File: src/rtl/mem_arbiter_if.sv
// mem_arbiter_if: requester, response and main-memory signals of the memory arbiter
//   master : arbiter view (takes requests and mem responses, drives readies and mem strobes)
//   slave  : environment view (requesters plus main memory)
interface mem_arbiter_if;
   logic        imem_req;
   logic [31:0] imem_addr;
   logic [31:0] imem_rdata;
   logic        imem_ready;
   logic        dmem_re;
   logic        dmem_wr;
   logic [31:0] dmem_addr;
   logic [31:0] dmem_wdata;
   logic [31:0] dmem_rdata;
   logic        dmem_ready;
   logic        err;
   logic [31:0] mem_addr;
   logic [31:0] mem_wdata;
   logic        mem_re;
   logic        mem_wr;
   logic [31:0] mem_rdata;
   logic        mem_ready;
   modport master (
      input  imem_req, imem_addr, dmem_re, dmem_wr, dmem_addr, dmem_wdata, mem_rdata, mem_ready,
      output imem_rdata, imem_ready, dmem_rdata, dmem_ready, err, mem_addr, mem_wdata, mem_re, mem_wr
   );
   modport slave (
      output imem_req, imem_addr, dmem_re, dmem_wr, dmem_addr, dmem_wdata, mem_rdata, mem_ready,
      input  imem_rdata, imem_ready, dmem_rdata, dmem_ready, err, mem_addr, mem_wdata, mem_re, mem_wr
   );
endinterface

File: src/rtl/mem_arbiter.sv
// mem_arbiter: shares one main-memory port between instruction fetch and load/store
//   clk : rising-edge clock
//   rst : asynchronous active-low reset
//   bus : requester inputs, registered mem strobes/address/wdata, rdata + one-cycle ready/err pulses
module mem_arbiter #(
   parameter int STARVE_LIMIT   = 4,
   parameter int TIMEOUT_CYCLES = 64
) (
   input logic            clk,
   input logic            rst,
   mem_arbiter_if.master  bus
);
   typedef enum logic [1:0] {IDLE, BUSY_I, BUSY_D, DONE} state_t;
   state_t      state, state_nxt;
   logic [3:0]  starve_cnt;
   logic [7:0]  timer;
   logic        grant_d, grant_i, busy, ack, tout;
   // data wins unless a fetch has already waited STARVE_LIMIT data grants
   assign grant_d = (bus.dmem_re | bus.dmem_wr) & ~(bus.imem_req & (starve_cnt == 4'(STARVE_LIMIT)));
   assign grant_i = ~grant_d & bus.imem_req;
   assign busy    = (state == BUSY_I) | (state == BUSY_D);
   assign ack     = busy & bus.mem_ready;
   assign tout    = busy & ~bus.mem_ready & (timer == 8'(TIMEOUT_CYCLES - 1));
   always_comb begin
      state_nxt = state;
      if (state == IDLE)
         state_nxt = grant_d ? BUSY_D : grant_i ? BUSY_I : IDLE;
      else if (state == DONE)
         state_nxt = IDLE;
      else if (ack | tout)
         state_nxt = DONE;
   end
   always_ff @(posedge clk or negedge rst)
      if (!rst) state <= IDLE;
      else      state <= state_nxt;
   always_ff @(posedge clk or negedge rst) begin
      if (!rst) begin
         starve_cnt     <= '0;
         timer          <= '0;
         bus.mem_addr   <= '0;
         bus.mem_wdata  <= '0;
         bus.mem_re     <= 1'b0;
         bus.mem_wr     <= 1'b0;
         bus.imem_rdata <= '0;
         bus.dmem_rdata <= '0;
         bus.imem_ready <= 1'b0;
         bus.dmem_ready <= 1'b0;
         bus.err        <= 1'b0;
      end else begin
         bus.imem_ready <= 1'b0;
         bus.dmem_ready <= 1'b0;
         bus.err        <= 1'b0;
         if (state == IDLE) begin
            if (grant_d) begin
               bus.mem_addr <= bus.dmem_addr;
               bus.mem_wr   <= bus.dmem_wr;
               bus.mem_re   <= ~bus.dmem_wr;
               timer        <= '0;
               if (bus.dmem_wr) bus.mem_wdata <= bus.dmem_wdata;
               if (bus.imem_req && starve_cnt != 4'(STARVE_LIMIT)) starve_cnt <= starve_cnt + 4'd1;
            end else if (grant_i) begin
               bus.mem_addr <= bus.imem_addr;
               bus.mem_re   <= 1'b1;
               bus.mem_wr   <= 1'b0;
               timer        <= '0;
               starve_cnt   <= '0;
            end
         end else if (busy) begin
            if (ack | tout) begin
               bus.mem_re <= 1'b0;
               bus.mem_wr <= 1'b0;
               bus.err    <= tout;
               // completed writes and aborted accesses return zero
               if (state == BUSY_I) begin
                  bus.imem_ready <= 1'b1;
                  bus.imem_rdata <= tout ? 32'h0 : bus.mem_rdata;
               end else begin
                  bus.dmem_ready <= 1'b1;
                  bus.dmem_rdata <= (tout | bus.mem_wr) ? 32'h0 : bus.mem_rdata;
               end
            end else begin
               timer <= timer + 8'd1;
            end
         end
      end
   end
endmodule

File: src/flat_wrapper.sv
// flat-port wrapper written by rule: the top's interface ports become plain ports
module mem_arbiter_flat 
#(
   parameter int STARVE_LIMIT   = 4,
   parameter int TIMEOUT_CYCLES = 64
)
  (clk, rst, bus_imem_req, bus_imem_addr, bus_dmem_re, bus_dmem_wr, bus_dmem_addr, bus_dmem_wdata, bus_mem_rdata, bus_mem_ready, bus_imem_rdata, bus_imem_ready, bus_dmem_rdata, bus_dmem_ready, bus_err, bus_mem_addr, bus_mem_wdata, bus_mem_re, bus_mem_wr);
  mem_arbiter_if bus_i ();
  input logic clk;
  input logic rst;
  input wire logic [$bits(bus_i.imem_req)-1:0] bus_imem_req;
  input wire logic [$bits(bus_i.imem_addr)-1:0] bus_imem_addr;
  input wire logic [$bits(bus_i.dmem_re)-1:0] bus_dmem_re;
  input wire logic [$bits(bus_i.dmem_wr)-1:0] bus_dmem_wr;
  input wire logic [$bits(bus_i.dmem_addr)-1:0] bus_dmem_addr;
  input wire logic [$bits(bus_i.dmem_wdata)-1:0] bus_dmem_wdata;
  input wire logic [$bits(bus_i.mem_rdata)-1:0] bus_mem_rdata;
  input wire logic [$bits(bus_i.mem_ready)-1:0] bus_mem_ready;
  output wire logic [$bits(bus_i.imem_rdata)-1:0] bus_imem_rdata;
  output wire logic [$bits(bus_i.imem_ready)-1:0] bus_imem_ready;
  output wire logic [$bits(bus_i.dmem_rdata)-1:0] bus_dmem_rdata;
  output wire logic [$bits(bus_i.dmem_ready)-1:0] bus_dmem_ready;
  output wire logic [$bits(bus_i.err)-1:0] bus_err;
  output wire logic [$bits(bus_i.mem_addr)-1:0] bus_mem_addr;
  output wire logic [$bits(bus_i.mem_wdata)-1:0] bus_mem_wdata;
  output wire logic [$bits(bus_i.mem_re)-1:0] bus_mem_re;
  output wire logic [$bits(bus_i.mem_wr)-1:0] bus_mem_wr;
  assign bus_i.imem_req = bus_imem_req;
  assign bus_i.imem_addr = bus_imem_addr;
  assign bus_i.dmem_re = bus_dmem_re;
  assign bus_i.dmem_wr = bus_dmem_wr;
  assign bus_i.dmem_addr = bus_dmem_addr;
  assign bus_i.dmem_wdata = bus_dmem_wdata;
  assign bus_i.mem_rdata = bus_mem_rdata;
  assign bus_i.mem_ready = bus_mem_ready;
  assign bus_imem_rdata = bus_i.imem_rdata;
  assign bus_imem_ready = bus_i.imem_ready;
  assign bus_dmem_rdata = bus_i.dmem_rdata;
  assign bus_dmem_ready = bus_i.dmem_ready;
  assign bus_err = bus_i.err;
  assign bus_mem_addr = bus_i.mem_addr;
  assign bus_mem_wdata = bus_i.mem_wdata;
  assign bus_mem_re = bus_i.mem_re;
  assign bus_mem_wr = bus_i.mem_wr;
  mem_arbiter #(.STARVE_LIMIT(STARVE_LIMIT), .TIMEOUT_CYCLES(TIMEOUT_CYCLES)) u_core (.clk(clk), .rst(rst), .bus(bus_i));
endmodule
File: config.mk
export PLATFORM = sky130hd
export DESIGN_NAME = mem_arbiter_flat
export DESIGN_NICKNAME = d
export VERILOG_FILES = /design/src/rtl/mem_arbiter_if.sv /design/src/rtl/mem_arbiter.sv /design/src/flat_wrapper.sv
export SDC_FILE = /design/constraint.sdc
export NUM_CORES = 1
export LEC_CHECK = 0
export CAP_MARGIN = 15
export CORE_ASPECT_RATIO = 1.25
export CORE_UTILIZATION = 40
export CTS_BUF_LIST = sky130_fd_sc_hd__clkbuf_4 sky130_fd_sc_hd__clkbuf_8
export CTS_CLUSTER_SIZE = 30
export DETAILED_ROUTE_END_ITERATION = 8
export GPL_TIMING_DRIVEN = 0
export PLACE_DENSITY_LB_ADDON = 0.12
export SLEW_MARGIN = 30
export SYNTH_ARGS = -nofsm -noshare
export SYNTH_HDL_FRONTEND = slang
export SYNTH_SLANG_ARGS = --single-unit
File: constraint.sdc
create_clock -name clk -period 2.2 [get_ports clk]
set_clock_uncertainty 0.05 [all_clocks]
set_input_delay 0.44 -clock clk [delete_from_list [all_inputs] [get_ports clk]]
set_output_delay 0.44 -clock clk [all_outputs]
set_load 0.02 [all_outputs]
---- Yosys cells after proc, flatten, opt, wreduce, memory -nomap -nowiden ----
Index checks and enable logic that the tools add are counted.
cells by class
  add/sub/neg operators ................... 2
  equality and inequality tests ........... 9
  bitwise logic cells ..................... 16
  multiplexer cells ....................... 36
  reduce and logical (&&, ||, !) cells .... 13
operator list
  kind                 count
  $mux 32              4
  $mux 8               5
  $mux 1               20
  $mux 4               3
  $reduce_and 3->1     4
  $add 8x1->8 const B  1
  $eq 8x6->1 const B   1
  $mux 2               4
  $reduce_and 4->1     2
  $and 1x1->1          6
  $not 1->1            6
  $reduce_bool 2->1    3
  $add 4x1->4 const B  1
  $eq 2x2->1 const B   2
  $eq 4x3->1 const B   1
  $ne 4x3->1 const B   1
  $or 1x1->1           4
  $ne 3x1->1 const B   1
  $reduce_bool 3->1    1
  $eq 2x1->1 const B   1
  $logic_not 2->1      1
  $ne 2x1->1 const B   1
  $ne 2x2->1 const B   1
  $reduce_and 2->1     1
  $logic_and 1x1->1    1
storage, ports and cells
  word-level logic and storage cells ...... 88
  flip-flop bits (word level) ............. 147
  output and inout port bits .............. 133

---- Longest topological paths before layout ----
  word-level depth ........................ 9
  gate-level depth with buffers ........... 9

---- Worst setup path before layout ----
Ideal clock, no wire load.
  kind .................................... reg2reg
  start ................................... reg u_core.state[0]
  end ..................................... reg u_core.timer[0]
  stages on the path, launching flop included .. 9
  setup time .............................. 0.125 ns
  slack ................................... -0.168 ns
  arrival ................................. 2.194 ns
  path through ............................ dfrtp_1 inv_1 ha_1 buf_2 or4b_4 a2bb2oi_4 and2_1 buf_2 mux2_2
between the ends
  longest elaborated chain between the ends .. 7
RTL lines
  element                                   line               RTL
  from (decl)                               mem_arbiter.sv:14  state_t state, state_nxt;
  from (signal assigned)                    mem_arbiter.sv:35  else state <= state_nxt;
  $eq 2x1->1 or $eq 2x2->1 (tied branches)  mem_arbiter.sv:21  assign busy = (state == BUSY_I) | (state == BUSY_D);
  $or 1x1->1                                mem_arbiter.sv:21
  $and 1x1->1 (2 in a row)                  mem_arbiter.sv:23  assign tout = busy & ~bus.mem_ready & (timer == 8'(TIMEOUT_CYCLES - 1));
  $or 1x1->1                                mem_arbiter.sv:69  if (ack | tout) begin
  $ne 2x1->1 (no line)                      --
  $reduce_and 3->1 (no line)                --
  to (signal assigned)                      mem_arbiter.sv:82  timer <= timer + 8'd1;
  to (decl)                                 mem_arbiter.sv:16  logic [7:0] timer;
Several ways; a longest one is shown, not always the timed one.
A chain may end at the register's enable or synchronous reset.

---- Worst setup path in the final report ----
  start ................................... reg u_core.state[1]
  end ..................................... reg u_core.bus.dmem_rdata[7]
between the ends
  longest elaborated chain between the ends .. 6
RTL lines
  element                                                line                                  RTL
  $eq 2x1->1 or $eq 2x2->1 (tied branches)               mem_arbiter.sv:21, mem_arbiter.sv:74
  $or 1x1->1                                             mem_arbiter.sv:21
  $and 1x1->1 (2 in a row)                               mem_arbiter.sv:23
  $or 1x1->1 (on tied branches)                          mem_arbiter.sv:69, mem_arbiter.sv:79
  $reduce_and 4->1 (no line) or $mux 32 (tied branches)  --
  to (signal assigned)                                   mem_arbiter.sv:79                     bus.dmem_rdata <= (tout | bus.mem_wr) ? 32'h0 : bus.mem_rdata;
  to (decl)                                              mem_arbiter_if.sv:24                  output imem_rdata, imem_ready, dmem_rdata, dmem_ready, err, mem_addr, mem_wdata, mem_re, mem_wr
Several ways; a longest one is shown, not always the timed one.

==> results.cfg <==
[run_status]
outcome = finished, violations left
failed_checks = negative setup slack

[global_route]
grt_pass1_wl_um = 28700
grt_max_degree = 90
antenna_found_initial = 0
grtUsageTotal_pct = 22.8
gr-total-overflow = 0
grt_pass1_vias = 5514

[cts]
htreeDepth = 4
clk_pin_slew_ns = 0.08
clock_latency_ns = 0.43
cts_buffers = 17
clock_sink_count = 147
cts_tree = done
clockBufferDepth = 2
cts-root-buf = clkbuf_8

[power_and_ir_drop]
max-vdd-ir-drop_mv = 0.729
p_per_area_nw_per_um2 = 1510
power.switching_w = 0.00601
clock_power_share_pct = 13.8
p_leak_nw = 4.36
p_int_w = 0.00892
power_frac_seq_pct = 31.7
share_comb_of_total_power_pct = 54.5
p_sw_share_pct = 40.2

[critical_path]
required_ns = 2.47
startpoint = u_core.state[1]$_DFFE_PN0P_
r2r_start = u_core.state[1]$_DFFE_PN0P_
critPathSlowestCell = or4b_4
crit_buf_inv = 2
crit_type = flop to flop
arrival_ns = 2.48
crit_fanout = 7
crit_path_end_kind = flop
cp_top_family = simple AND/OR/NAND/NOR gates
startpoint_type = flop
path_cells = inv_2, ha_4, or4b_4, nor3_4, o21ai_4, buf_6, a22o_1
cp_slowest_stage_delay_ns = 0.51

[drt]
routed_wirelength_um = 18400
vias_per_cell = 5.05
drtIter0Drc = 242
vias = 5374
wl_per_cell_um = 17.2
postRouteAntennaNets = 0
dr.pass1.iters = 4
drt_drc_violations_left = 0

[final_layout]
diodes = 0
layoutNonFillerInstCount = 1064
drive_gt1_share_pct = 15.3
final_common_cell = clkdlybuf4s50_1
area_delta_synth_final_pct = 58.4
fillers = 1243
final_cell_mix = clkdlybuf4s50_1, dfrtp_1, nand2_1
nNetsFinal = 985

[timing]
relSlewSlack_pct = 65.6
hold_ws_ns = 0.262
finalSetupTns_ns = -0.00622
rsz0062_at_grt = yes
fin_ws_ns = -0.00622
final_max_slew_viol_count = 0
period_needed_ns = 2.21
finalSetupViolations = 1
fmax_mhz = 453
worst_pin_slew_ns = 0.516
finalHoldViolCount = 0
period_share_pct = 100

[worst_hold_path]
hold_start = bus_mem_ready
hp-class = input pin to flop

[synth]
ys_seq_elements = 147
syn-instance-count = 541
seq_area_frac_synth_pct = 58.8
synth_fp_nets = 683
ys_types = 43
synth.cell_area_um2 = 6250
synth_area_leaders = dfrtp_1, mux2_2, o21ai_0, mux2i_1, a22o_1
async_reset_ff_share_pct = 100
synth.avg_cell_area_um2 = 11.6
synth_edf_count = 0
yosysTopAreaCellShare_pct = 58.8
synth.largest_area_cell = dfrtp_1
synthFlopType = dfrtp_1
yosysWarnings = 0

[floorplan]
die_area_um2 = 16100
boundaryPins = 267
die_x_um = 114
core-area_um2 = 15100
die_h_um = 142
num_rows = 50
initial_core_util_pct = 41.3

[place]
hpwlAfterDp_um = 13700
dpl.cell_count = 1015
dpl_worst_slack_ns = -0.614
gp_congestion = 0.797
io_buffers = 265

[flow_run]
maxCapViolations = 0
[repair_timing]
item                       in CTS  in global routing
resized for setup              24                 60
cloned                          2                  1
hold endpoints to repair       58                  0
setup endpoints to repair     142                138
pin swaps                       8                 10
hold buffers                    1                  0
buffers inserted               11                  5
[synthesized netlist by cell type (8+ instances only)]
library cell and number:
mux2_2 33, nand2_1 44, nand3_1 11, nor2_1 8
ha_1 8, inv_1 39, mux2i_1 33, o21ai_0 69
a22o_1 33, dfrtp_1 147, nand4_1 33, clkbuf_1 24
[cells by family after synthesis]
| family | synth area share [%] |
|---|---|
| AND/OR/NAND/NOR | 9.80 |
| multiplexers | 11.2 |
| buffers and inverters | 5.36 |
| adder cells (fa/ha/maj) | 1.60 |
| flip-flops | 58.8 |
| AO/OA/AOI/OAI | 13.2 |
[metrics by stage]
stage	instance area [um2]	total power (W)	util, %
after detailed placement	9230	0.0124	60.9
after CTS	9790	0.0148	64.7
final	9910	0.0149	65.4
after global routing	9910	0.0158	65.4
after floorplan	6280	0.00880	-
after global placement	9190	0.0122	60.7
[worst reg2reg max path, stage by stage (launching register included)]
cell     delay [ns]
dfrtp_1        0.37
inv_2          0.07
ha_4           0.28
or4b_4         0.51
nor3_4         0.24
o21ai_4        0.18
buf_6          0.18
a22o_1         0.23
[state kept, by name (all words and copies together), names as in the netlist]
name and flops:
u_core.bus.dmem_rdata 32, u_core.bus.dmem_ready 1, u_core.bus.err 1, u_core.bus.imem_rdata 32
u_core.bus.imem_ready 1, u_core.bus.mem_addr 32, u_core.bus.mem_re 1, u_core.bus.mem_wdata 32
u_core.bus.mem_wr 1, u_core.starve_cnt 4, u_core.state 2, u_core.timer 8
[power by group through the flow]
stage / registers (W) / logic [W] / clock network (W)
after CTS: 0.00473 / 0.00795 / 0.00212
final: 0.00473 / 0.00814 / 0.00206
after floorplan: 0.00612 / 0.00268 / 0
after detailed placement: 0.00479 / 0.00760 / 0
after global routing: 0.00489 / 0.00869 / 0.00224
after global placement: 0.00473 / 0.00745 / 0
[final timing paths]
path                            slack [ns]  depth (start not counted)                               endpoint
worst max-delay path                -0.006                          7   u_core.bus.dmem_rdata[7]$_DFFE_PN0P_
worst min-delay path                  0.26                          3  u_core.bus.imem_rdata[31]$_DFFE_PN0P_
worst max register to register      -0.006                          7   u_core.bus.dmem_rdata[7]$_DFFE_PN0P_
worst min register to register        0.43                          2    u_core.bus.mem_addr[19]$_DFFE_PN0P_
max in group asynchronous             0.81                          3   u_core.bus.dmem_rdata[5]$_DFFE_PN0P_
min in group asynchronous             0.48                          2  u_core.bus.dmem_rdata[21]$_DFFE_PN0P_
[routing by layer]
layer | share of wire (%) | GRT usage [%] | vias to the layer above | wire length (um)
met4 | 1.5 | 6.22 | 0 | 284
met5 | 0 | 0 | - | 0
met1 | 39 | 26.6 | 2596 | 7140
li1 | - | - | 2528 | -
met3 | 6.4 | 5.47 | 26 | 1170
met2 | 53 | 41.7 | 224 | 9760
[layout make-up]
type,count,area (um2),area share (%)
Sequential cell,147,3680,37.1
Timing Repair Buffer,286,2870,29.0
Multi-Input combinational cell,315,2340,23.7
Tap cell,208,260,2.63
Clock buffer,18,248,2.50
Buffer,37,219,2.21
Inverter,39,146,1.48
Clock inverter,14,141,1.43
Note: power is estimated with default switching activity, not from simulation.
